`src/rtl/idelay_sweep_ctrl_if.sv`:
```
// Signal bundle between host/capture logic and the IDELAYE2 tap sweep controller.
// The host/capture side uses modport master and the controller uses modport slave.
interface idelay_sweep_ctrl_if #(
    parameter int TAP_W = 5
);
    logic             dly_rdy;
    logic             start;
    logic             abort;
    logic [TAP_W-1:0] tap_first;
    logic [TAP_W-1:0] tap_last;
    logic [TAP_W-1:0] tap_step;
    logic             smp_ack;
    logic [TAP_W-1:0] idly_cntvalue;
    logic             idly_ld;
    logic             idly_ldpipeen;
    logic             smp_req;
    logic [TAP_W-1:0] cur_tap;
    logic             busy;
    logic             done;

    modport master (
        output dly_rdy, start, abort, tap_first, tap_last, tap_step, smp_ack,
        input  idly_cntvalue, idly_ld, idly_ldpipeen, smp_req, cur_tap, busy, done
    );

    modport slave (
        input  dly_rdy, start, abort, tap_first, tap_last, tap_step, smp_ack,
        output idly_cntvalue, idly_ld, idly_ldpipeen, smp_req, cur_tap, busy, done
    );
endinterface

```
`src/rtl/idelay_sweep_ctrl.sv`:
```
// Steps one variable-load IDELAYE2 across a tap range, one sample handshake per tap.
// Define IDELAY_PIPE_LOAD_EN to preload through LDPIPEEN one cycle before every LD.
module idelay_sweep_ctrl #(
    parameter int TAP_W         = 5,
    parameter int SETTLE_CYCLES = 8
) (
    input  logic               clk_in,
    input  logic               rst_n,
    idelay_sweep_ctrl_if.slave bus
);
    typedef enum logic [2:0] {
        IDLE, WAIT_RDY, PIPE, LOAD, SETTLE, SAMPLE, NEXT, DONE
    } state_t;

`ifdef IDELAY_PIPE_LOAD_EN
    localparam state_t LOAD_ENTRY = PIPE;
`else
    localparam state_t LOAD_ENTRY = LOAD;
`endif

    // Counter holds remaining settle cycles minus one, so SAMPLE begins SETTLE_CYCLES after LOAD.
    localparam logic [7:0]       SETTLE_INIT = 8'(SETTLE_CYCLES - 1);
    localparam logic [TAP_W-1:0] TAP_ONE     = {{(TAP_W-1){1'b0}}, 1'b1};
    localparam logic [TAP_W-1:0] TAP_ZERO    = {TAP_W{1'b0}};

    state_t           state_q;
    logic [TAP_W-1:0] tap_q;
    logic [TAP_W-1:0] last_q;
    logic [TAP_W-1:0] step_q;
    logic             desc_q;
    logic [7:0]       cnt_q;
    logic [TAP_W-1:0] cntvalue_q;
    logic             ld_q;
    logic             ldpipe_q;
    logic             req_q;
    logic             busy_q;
    logic             done_q;

    logic [TAP_W:0]   sum_s;
    logic [TAP_W:0]   diff_s;
    logic [TAP_W-1:0] next_tap_d;

    // Next tap: one extra bit catches wrap past either end, clamped onto the last tap.
    always_comb begin
        sum_s  = {1'b0, tap_q} + {1'b0, step_q};
        diff_s = {1'b0, tap_q} - {1'b0, step_q};
        if (desc_q) begin
            if (diff_s[TAP_W] || (diff_s < {1'b0, last_q})) begin
                next_tap_d = last_q;
            end else begin
                next_tap_d = diff_s[TAP_W-1:0];
            end
        end else begin
            if (sum_s > {1'b0, last_q}) begin
                next_tap_d = last_q;
            end else begin
                next_tap_d = sum_s[TAP_W-1:0];
            end
        end
    end

    // Sweep sequencer with registered delay-line, handshake and status outputs.
    always_ff @(posedge clk_in) begin
        if (!rst_n) begin
            state_q    <= IDLE;
            tap_q      <= TAP_ZERO;
            last_q     <= TAP_ZERO;
            step_q     <= TAP_ONE;
            desc_q     <= 1'b0;
            cnt_q      <= 8'd0;
            cntvalue_q <= TAP_ZERO;
            ld_q       <= 1'b0;
            ldpipe_q   <= 1'b0;
            req_q      <= 1'b0;
            busy_q     <= 1'b0;
            done_q     <= 1'b0;
        end else begin
            ld_q     <= 1'b0;
            ldpipe_q <= 1'b0;
            done_q   <= 1'b0;
            if (bus.abort) begin
                state_q <= IDLE;
                req_q   <= 1'b0;
                busy_q  <= 1'b0;
            end else begin
                case (state_q)
                    IDLE: begin
                        if (bus.start) begin
                            tap_q   <= bus.tap_first;
                            last_q  <= bus.tap_last;
                            step_q  <= (bus.tap_step == TAP_ZERO) ? TAP_ONE : bus.tap_step;
                            desc_q  <= (bus.tap_first > bus.tap_last);
                            busy_q  <= 1'b1;
                            state_q <= WAIT_RDY;
                        end
                    end
                    WAIT_RDY: begin
                        if (bus.dly_rdy) begin
                            cntvalue_q <= tap_q;
                            ld_q       <= (LOAD_ENTRY == LOAD);
                            ldpipe_q   <= (LOAD_ENTRY == PIPE);
                            state_q    <= LOAD_ENTRY;
                        end
                    end
                    PIPE: begin
                        if (!bus.dly_rdy) begin
                            state_q <= WAIT_RDY;
                        end else begin
                            ld_q    <= 1'b1;
                            state_q <= LOAD;
                        end
                    end
                    LOAD: begin
                        if (!bus.dly_rdy) begin
                            state_q <= WAIT_RDY;
                        end else begin
                            cnt_q   <= SETTLE_INIT;
                            state_q <= SETTLE;
                        end
                    end
                    SETTLE: begin
                        if (!bus.dly_rdy) begin
                            state_q <= WAIT_RDY;
                        end else if (cnt_q == 8'd0) begin
                            req_q   <= 1'b1;
                            state_q <= SAMPLE;
                        end else begin
                            cnt_q <= cnt_q - 8'd1;
                        end
                    end
                    SAMPLE: begin
                        if (bus.smp_ack) begin
                            req_q   <= 1'b0;
                            state_q <= NEXT;
                        end
                    end
                    NEXT: begin
                        if (tap_q == last_q) begin
                            done_q  <= 1'b1;
                            state_q <= DONE;
                        end else begin
                            // Advance even when ready is lost; WAIT_RDY then loads the new tap.
                            tap_q <= next_tap_d;
                            if (bus.dly_rdy) begin
                                cntvalue_q <= next_tap_d;
                                ld_q       <= (LOAD_ENTRY == LOAD);
                                ldpipe_q   <= (LOAD_ENTRY == PIPE);
                                state_q    <= LOAD_ENTRY;
                            end else begin
                                state_q <= WAIT_RDY;
                            end
                        end
                    end
                    DONE: begin
                        busy_q  <= 1'b0;
                        state_q <= IDLE;
                    end
                    default: begin
                        req_q   <= 1'b0;
                        busy_q  <= 1'b0;
                        state_q <= IDLE;
                    end
                endcase
            end
        end
    end

    assign bus.idly_cntvalue = cntvalue_q;
    assign bus.cur_tap       = cntvalue_q;
    assign bus.idly_ld       = ld_q;
    assign bus.idly_ldpipeen = ldpipe_q;
    assign bus.smp_req       = req_q;
    assign bus.busy          = busy_q;
    assign bus.done          = done_q;
endmodule

```
`src/flat_wrapper.sv`:
```
// flat-port wrapper written by rule: the top's interface ports become plain ports
module idelay_sweep_ctrl_flat 
#(
    parameter int TAP_W         = 5,
    parameter int SETTLE_CYCLES = 8
)
  (clk_in, rst_n, bus_dly_rdy, bus_start, bus_abort, bus_tap_first, bus_tap_last, bus_tap_step, bus_smp_ack, bus_idly_cntvalue, bus_idly_ld, bus_idly_ldpipeen, bus_smp_req, bus_cur_tap, bus_busy, bus_done);
  idelay_sweep_ctrl_if #(.TAP_W(TAP_W)) bus_i ();
  input  logic clk_in;
  input  logic rst_n;
  input wire logic [$bits(bus_i.dly_rdy)-1:0] bus_dly_rdy;
  input wire logic [$bits(bus_i.start)-1:0] bus_start;
  input wire logic [$bits(bus_i.abort)-1:0] bus_abort;
  input wire logic [$bits(bus_i.tap_first)-1:0] bus_tap_first;
  input wire logic [$bits(bus_i.tap_last)-1:0] bus_tap_last;
  input wire logic [$bits(bus_i.tap_step)-1:0] bus_tap_step;
  input wire logic [$bits(bus_i.smp_ack)-1:0] bus_smp_ack;
  output wire logic [$bits(bus_i.idly_cntvalue)-1:0] bus_idly_cntvalue;
  output wire logic [$bits(bus_i.idly_ld)-1:0] bus_idly_ld;
  output wire logic [$bits(bus_i.idly_ldpipeen)-1:0] bus_idly_ldpipeen;
  output wire logic [$bits(bus_i.smp_req)-1:0] bus_smp_req;
  output wire logic [$bits(bus_i.cur_tap)-1:0] bus_cur_tap;
  output wire logic [$bits(bus_i.busy)-1:0] bus_busy;
  output wire logic [$bits(bus_i.done)-1:0] bus_done;
  assign bus_i.dly_rdy = bus_dly_rdy;
  assign bus_i.start = bus_start;
  assign bus_i.abort = bus_abort;
  assign bus_i.tap_first = bus_tap_first;
  assign bus_i.tap_last = bus_tap_last;
  assign bus_i.tap_step = bus_tap_step;
  assign bus_i.smp_ack = bus_smp_ack;
  assign bus_idly_cntvalue = bus_i.idly_cntvalue;
  assign bus_idly_ld = bus_i.idly_ld;
  assign bus_idly_ldpipeen = bus_i.idly_ldpipeen;
  assign bus_smp_req = bus_i.smp_req;
  assign bus_cur_tap = bus_i.cur_tap;
  assign bus_busy = bus_i.busy;
  assign bus_done = bus_i.done;
  idelay_sweep_ctrl #(.TAP_W(TAP_W), .SETTLE_CYCLES(SETTLE_CYCLES)) u_core (.clk_in(clk_in), .rst_n(rst_n), .bus(bus_i));
endmodule
```
`config.mk`:
```
export PLATFORM = sky130hd
export DESIGN_NAME = idelay_sweep_ctrl_flat
export DESIGN_NICKNAME = d
export VERILOG_FILES = /design/src/rtl/idelay_sweep_ctrl_if.sv /design/src/rtl/idelay_sweep_ctrl.sv /design/src/flat_wrapper.sv
export SDC_FILE = /design/constraint.sdc
export NUM_CORES = 1
export LEC_CHECK = 0
export ABC_AREA = 1
export BUFFER_PORTS_ARGS = -buffer_cell sky130_fd_sc_hd__buf_4
export CORE_MARGIN = 2
export CORE_UTILIZATION = 60
export CTS_CLUSTER_DIAMETER = 120
export DETAILED_ROUTE_END_ITERATION = 6
export PLACE_DENSITY = 0.83
export SYNTH_ARGS = -nofsm -noshare
export SYNTH_HDL_FRONTEND = slang
export SYNTH_SLANG_ARGS = --single-unit
```
`constraint.sdc`:
```
create_clock -name clk_in -period 3.55 [get_ports clk_in]
set_input_delay 0.5325 -clock clk_in [delete_from_list [all_inputs] [get_ports clk_in]]
set_output_delay 0.5325 -clock clk_in [all_outputs]
set_load 0.01 [all_outputs]
```
==> flow_metrics.py <==
metrics = {
    "final_layout": {
        "multi_input_area_sq_mm": 0.00159,
        "n_antenna_cell": 0,
        "num-fill-cells": 411,
        "drive_gt1_share_pct": 13.6,
        "syn_to_final_growth_pct": 12.5,
        "layout.nets": 473,
        "ff_latch_area_sq_um": 721,
    },
    "drt": {
        "drt_iter0_drc": 213,
        "wl_um": 6090,
        "routedWlPerCell_um": 12.8,
        "firstDrtPassIters": 4,
        "drc": 0,
        "vias": 2495,
        "routed_via_density": 5.23,
        "drtAntennaViolNets": 0,
    },
    "timing": {
        "min_period_over_period_pct": 79.8,
        "min_period_ns": 2.83,
        "skew_ns": 0.00563,
        "worst_slack_ns": 0.717,
        "tns_ns": 0,
        "slew-limit-headroom_pct": 57.8,
        "rsz0062_at_grt": "false",
        "hold_violations": 0,
        "setup_viol": 0,
        "worst_pin_slew_ns": 0.630,
        "fmax_mhz": 353,
        "slew_viol_final": 0,
    },
    "flow_run": {
        "max_cap_viol_count": 0,
    },
    "synth": {
        "synth-seq-cells": 36,
        "synthesis.area_sq_mm": 0.00266,
        "syn_avg_cell_area_sq_um": 6.73,
        "ys_warn_count": 0,
        "synth_cell_type_count": 36,
        "ys_seq_area_share_pct": 27.1,
        "synth_nets": 445,
        "syn-instance-count": 396,
    },
    "global_route": {
        "met2_usage_pct": 45.0,
        "grt_pass1_vias": 2495,
        "grt_overflow": 0,
        "met1_usage_pct": 32.3,
        "grt_max_degree": 24,
        "use_met3_pct": 4.13,
        "grt-busiest-layer": "met2",
        "antenna_found_initial": 0,
        "grt_pass1_wl_um": 10600,
        "grt_usage_pct": 25.9,
    },
    "critical_path": {
        "critPathKind": "flop to flop",
        "rrSetupSlack_ns": 0.72,
        "cp_common_cell": "nand2_1",
        "slowest_delay_ns": 0.42,
        "crit_arrival_ns": 3.03,
        "slowest_stage": "fa_1",
        "path_buf_inv": 3,
        "endpoint_kind": "flop",
        "critPathTopFamily": "adder cells",
        "crit_chain": "inv_1, ha_1, inv_1, fa_1, a21oi_1, o21bai_1, xor2_1, inv_1, ha_1, nand2_1, nand2_1, nand2_1, nand2_1, nand3_1, nand2_1, nand2_1, a21oi_1",
        "startpoint_type": "flop",
        "critPathMaxFanout": 6,
        "required_ns": 3.75,
    },
    "placement": {
        "dp_slack_ns": 0.763,
        "dpl.hpwl_um": 4860,
        "numPortBuffers": 34,
        "gp_congestion": 0.956,
    },
    "pwr": {
        "leakage_nw": 1.58,
        "p_total_mw": 1.12,
        "peakVddDrop_mv": 0.208,
        "p_per_area_mw_per_mm2": 374,
    },
    "clock_tree": {
        "hold_buffers": 0,
        "cts_buffer_depth": 2,
        "numCtsBuffers": 5,
        "ctsResizeCount": 0,
        "clock_latency_ns": 0.29,
        "cts_max_level": 2,
        "path_clk_slew_ns": 0.07,
        "cts_tree": "yes",
        "post_cts_buffers": 0,
        "cts-root-buf": "clkbuf_8",
        "clock-sinks": 36,
    },
    "status": {
        "status": "completed",
    },
    "floorplanning": {
        "core_area_sq_mm": 0.00432,
        "io_pins": 36,
        "die_h_um": 70.6,
        "die_w_um": 70.6,
        "die_area_sq_mm": 0.00499,
        "start_util_pct": 61.6,
        "placementRows": 24,
    },
    "worst_hold_path": {
        "hold_class": "flop to flop",
    },
}
==> worst register-to-register path, cell delays in order, from the launching register on <==
cell and delay (ns):
dfxtp_1 0.37, inv_1 0.11, ha_1 0.14, inv_1 0.06
fa_1 0.42, a21oi_1 0.16, o21bai_1 0.10, xor2_1 0.21
inv_1 0.08, ha_1 0.29, nand2_1 0.05, nand2_1 0.13
nand2_1 0.14, nand2_1 0.08, nand3_1 0.06, nand2_1 0.07
nand2_1 0.08, a21oi_1 0.19
==> cells by family after synthesis <==
kind of cell	share of synthesized area, %
other	0.141
adders and majority gates	13.7
xor gates and xnor gates	2.96
DFF	27.1
buffers and inverters	13.4
AOI/OAI and AO/OA	16.8
and+or+nand+nor	25.9
==> cell type report <==
type	count	share of cell area, %
Sequential cell	36	24.0
Tap cell	52	2.17
Inverter	75	9.39
Clock buffer	8	3.01
Multi-Input combinational cell	272	52.9
Timing Repair Buffer	34	8.51
==> metrics by stage <==
step                      std cells  cell area [sq um]  hold WS [ns]  util, %
final                           477               3000         0.462     69.3
after global routing            477               3000         0.479     69.3
after CTS                       477               3000         0.461     69.3
after global placement          469               2910         0.445     67.2
after detailed placement        469               2910         0.446     67.2
after floorplan                 396               2660         0.429        -
==> Yosys cell counts, drive strengths merged <==
master | count | area share (%)
xnor2 | 2 | 0.66
nand2 | 89 | 13
o221ai | 1 | 0.33
o21bai | 2 | 0.70
o211ai | 1 | 0.47
buf | 8 | 2.1
o2111ai | 1 | 0.33
a31oi | 3 | 0.70
conb | 1 | 0.14
dfxtp | 36 | 27
nor2 | 28 | 4.8
o21ai | 19 | 3.6
o21a | 1 | 0.28
fa | 2 | 1.5
nor3 | 2 | 0.38
nand3b | 2 | 0.56
a211oi | 3 | 0.85
xor2 | 7 | 2.3
nand4 | 3 | 0.70
nand3 | 32 | 6.2
ha | 26 | 12
a21oi | 47 | 9.5
inv | 75 | 11
clkbuf | 5 | 0.75
==> state kept, by name, summed over array words and instances, names as in the netlist <==
register	count
u_core.cnt_q	8
u_core.last_q	5
u_core.bus.idly_ld	1
u_core.bus.busy	1
u_core.step_q	5
u_core.bus.cur_tap	5
u_core.state_q	3
u_core.bus.smp_req	1
u_core.desc_q	1
u_core.bus.done	1
u_core.tap_q	5
==> layer usage <==
metal	vias up	wire [um]
met5	-	0
met4	0	101
met3	13	240
met2	50	3020
met1	1119	2730
li1	1313	-
==> path summary, 6_finish.rpt <==
check        cells past startpoint                      endpoint                    startpoint
max                             17  u_core.tap_q[1]$_SDFFE_PN0P_  u_core.tap_q[0]$_SDFFE_PN0P_
min                              1  u_core.cnt_q[4]$_SDFFE_PN0P_  u_core.cnt_q[4]$_SDFFE_PN0P_
max reg2reg                     17  u_core.tap_q[1]$_SDFFE_PN0P_  u_core.tap_q[0]$_SDFFE_PN0P_
min reg2reg                      1  u_core.cnt_q[4]$_SDFFE_PN0P_  u_core.cnt_q[4]$_SDFFE_PN0P_
==> placed cells by master, fill, tap and decap left out, types with 2 or more instances in the layout <==
master / count
xnor2_1: 2
nand2_1: 83
a211oi_1: 3
nor2_1: 23
a21oi_2: 2
fa_1: 2
nand4_1: 3
clkbuf_8: 6
buf_4: 34
nand2_2: 5
dfxtp_1: 36
nor2_4: 2
nand3_1: 31
a31oi_1: 3
inv_1: 74
a21oi_1: 44
nor2_2: 3
nand3b_1: 2
o21ai_0: 18
clkbuf_1: 2
ha_1: 26
nor3_1: 2
xor2_1: 7
==> power breakdown <==
group          leakage [nW]  internal [mW]  switching, mW
clock                0.0455          0.158          0.143
sequential            0.293          0.421         0.0205
combinational          1.24          0.150          0.229
total                  1.58          0.729          0.392
No activity file was read; power rests on OpenSTA's default activity.
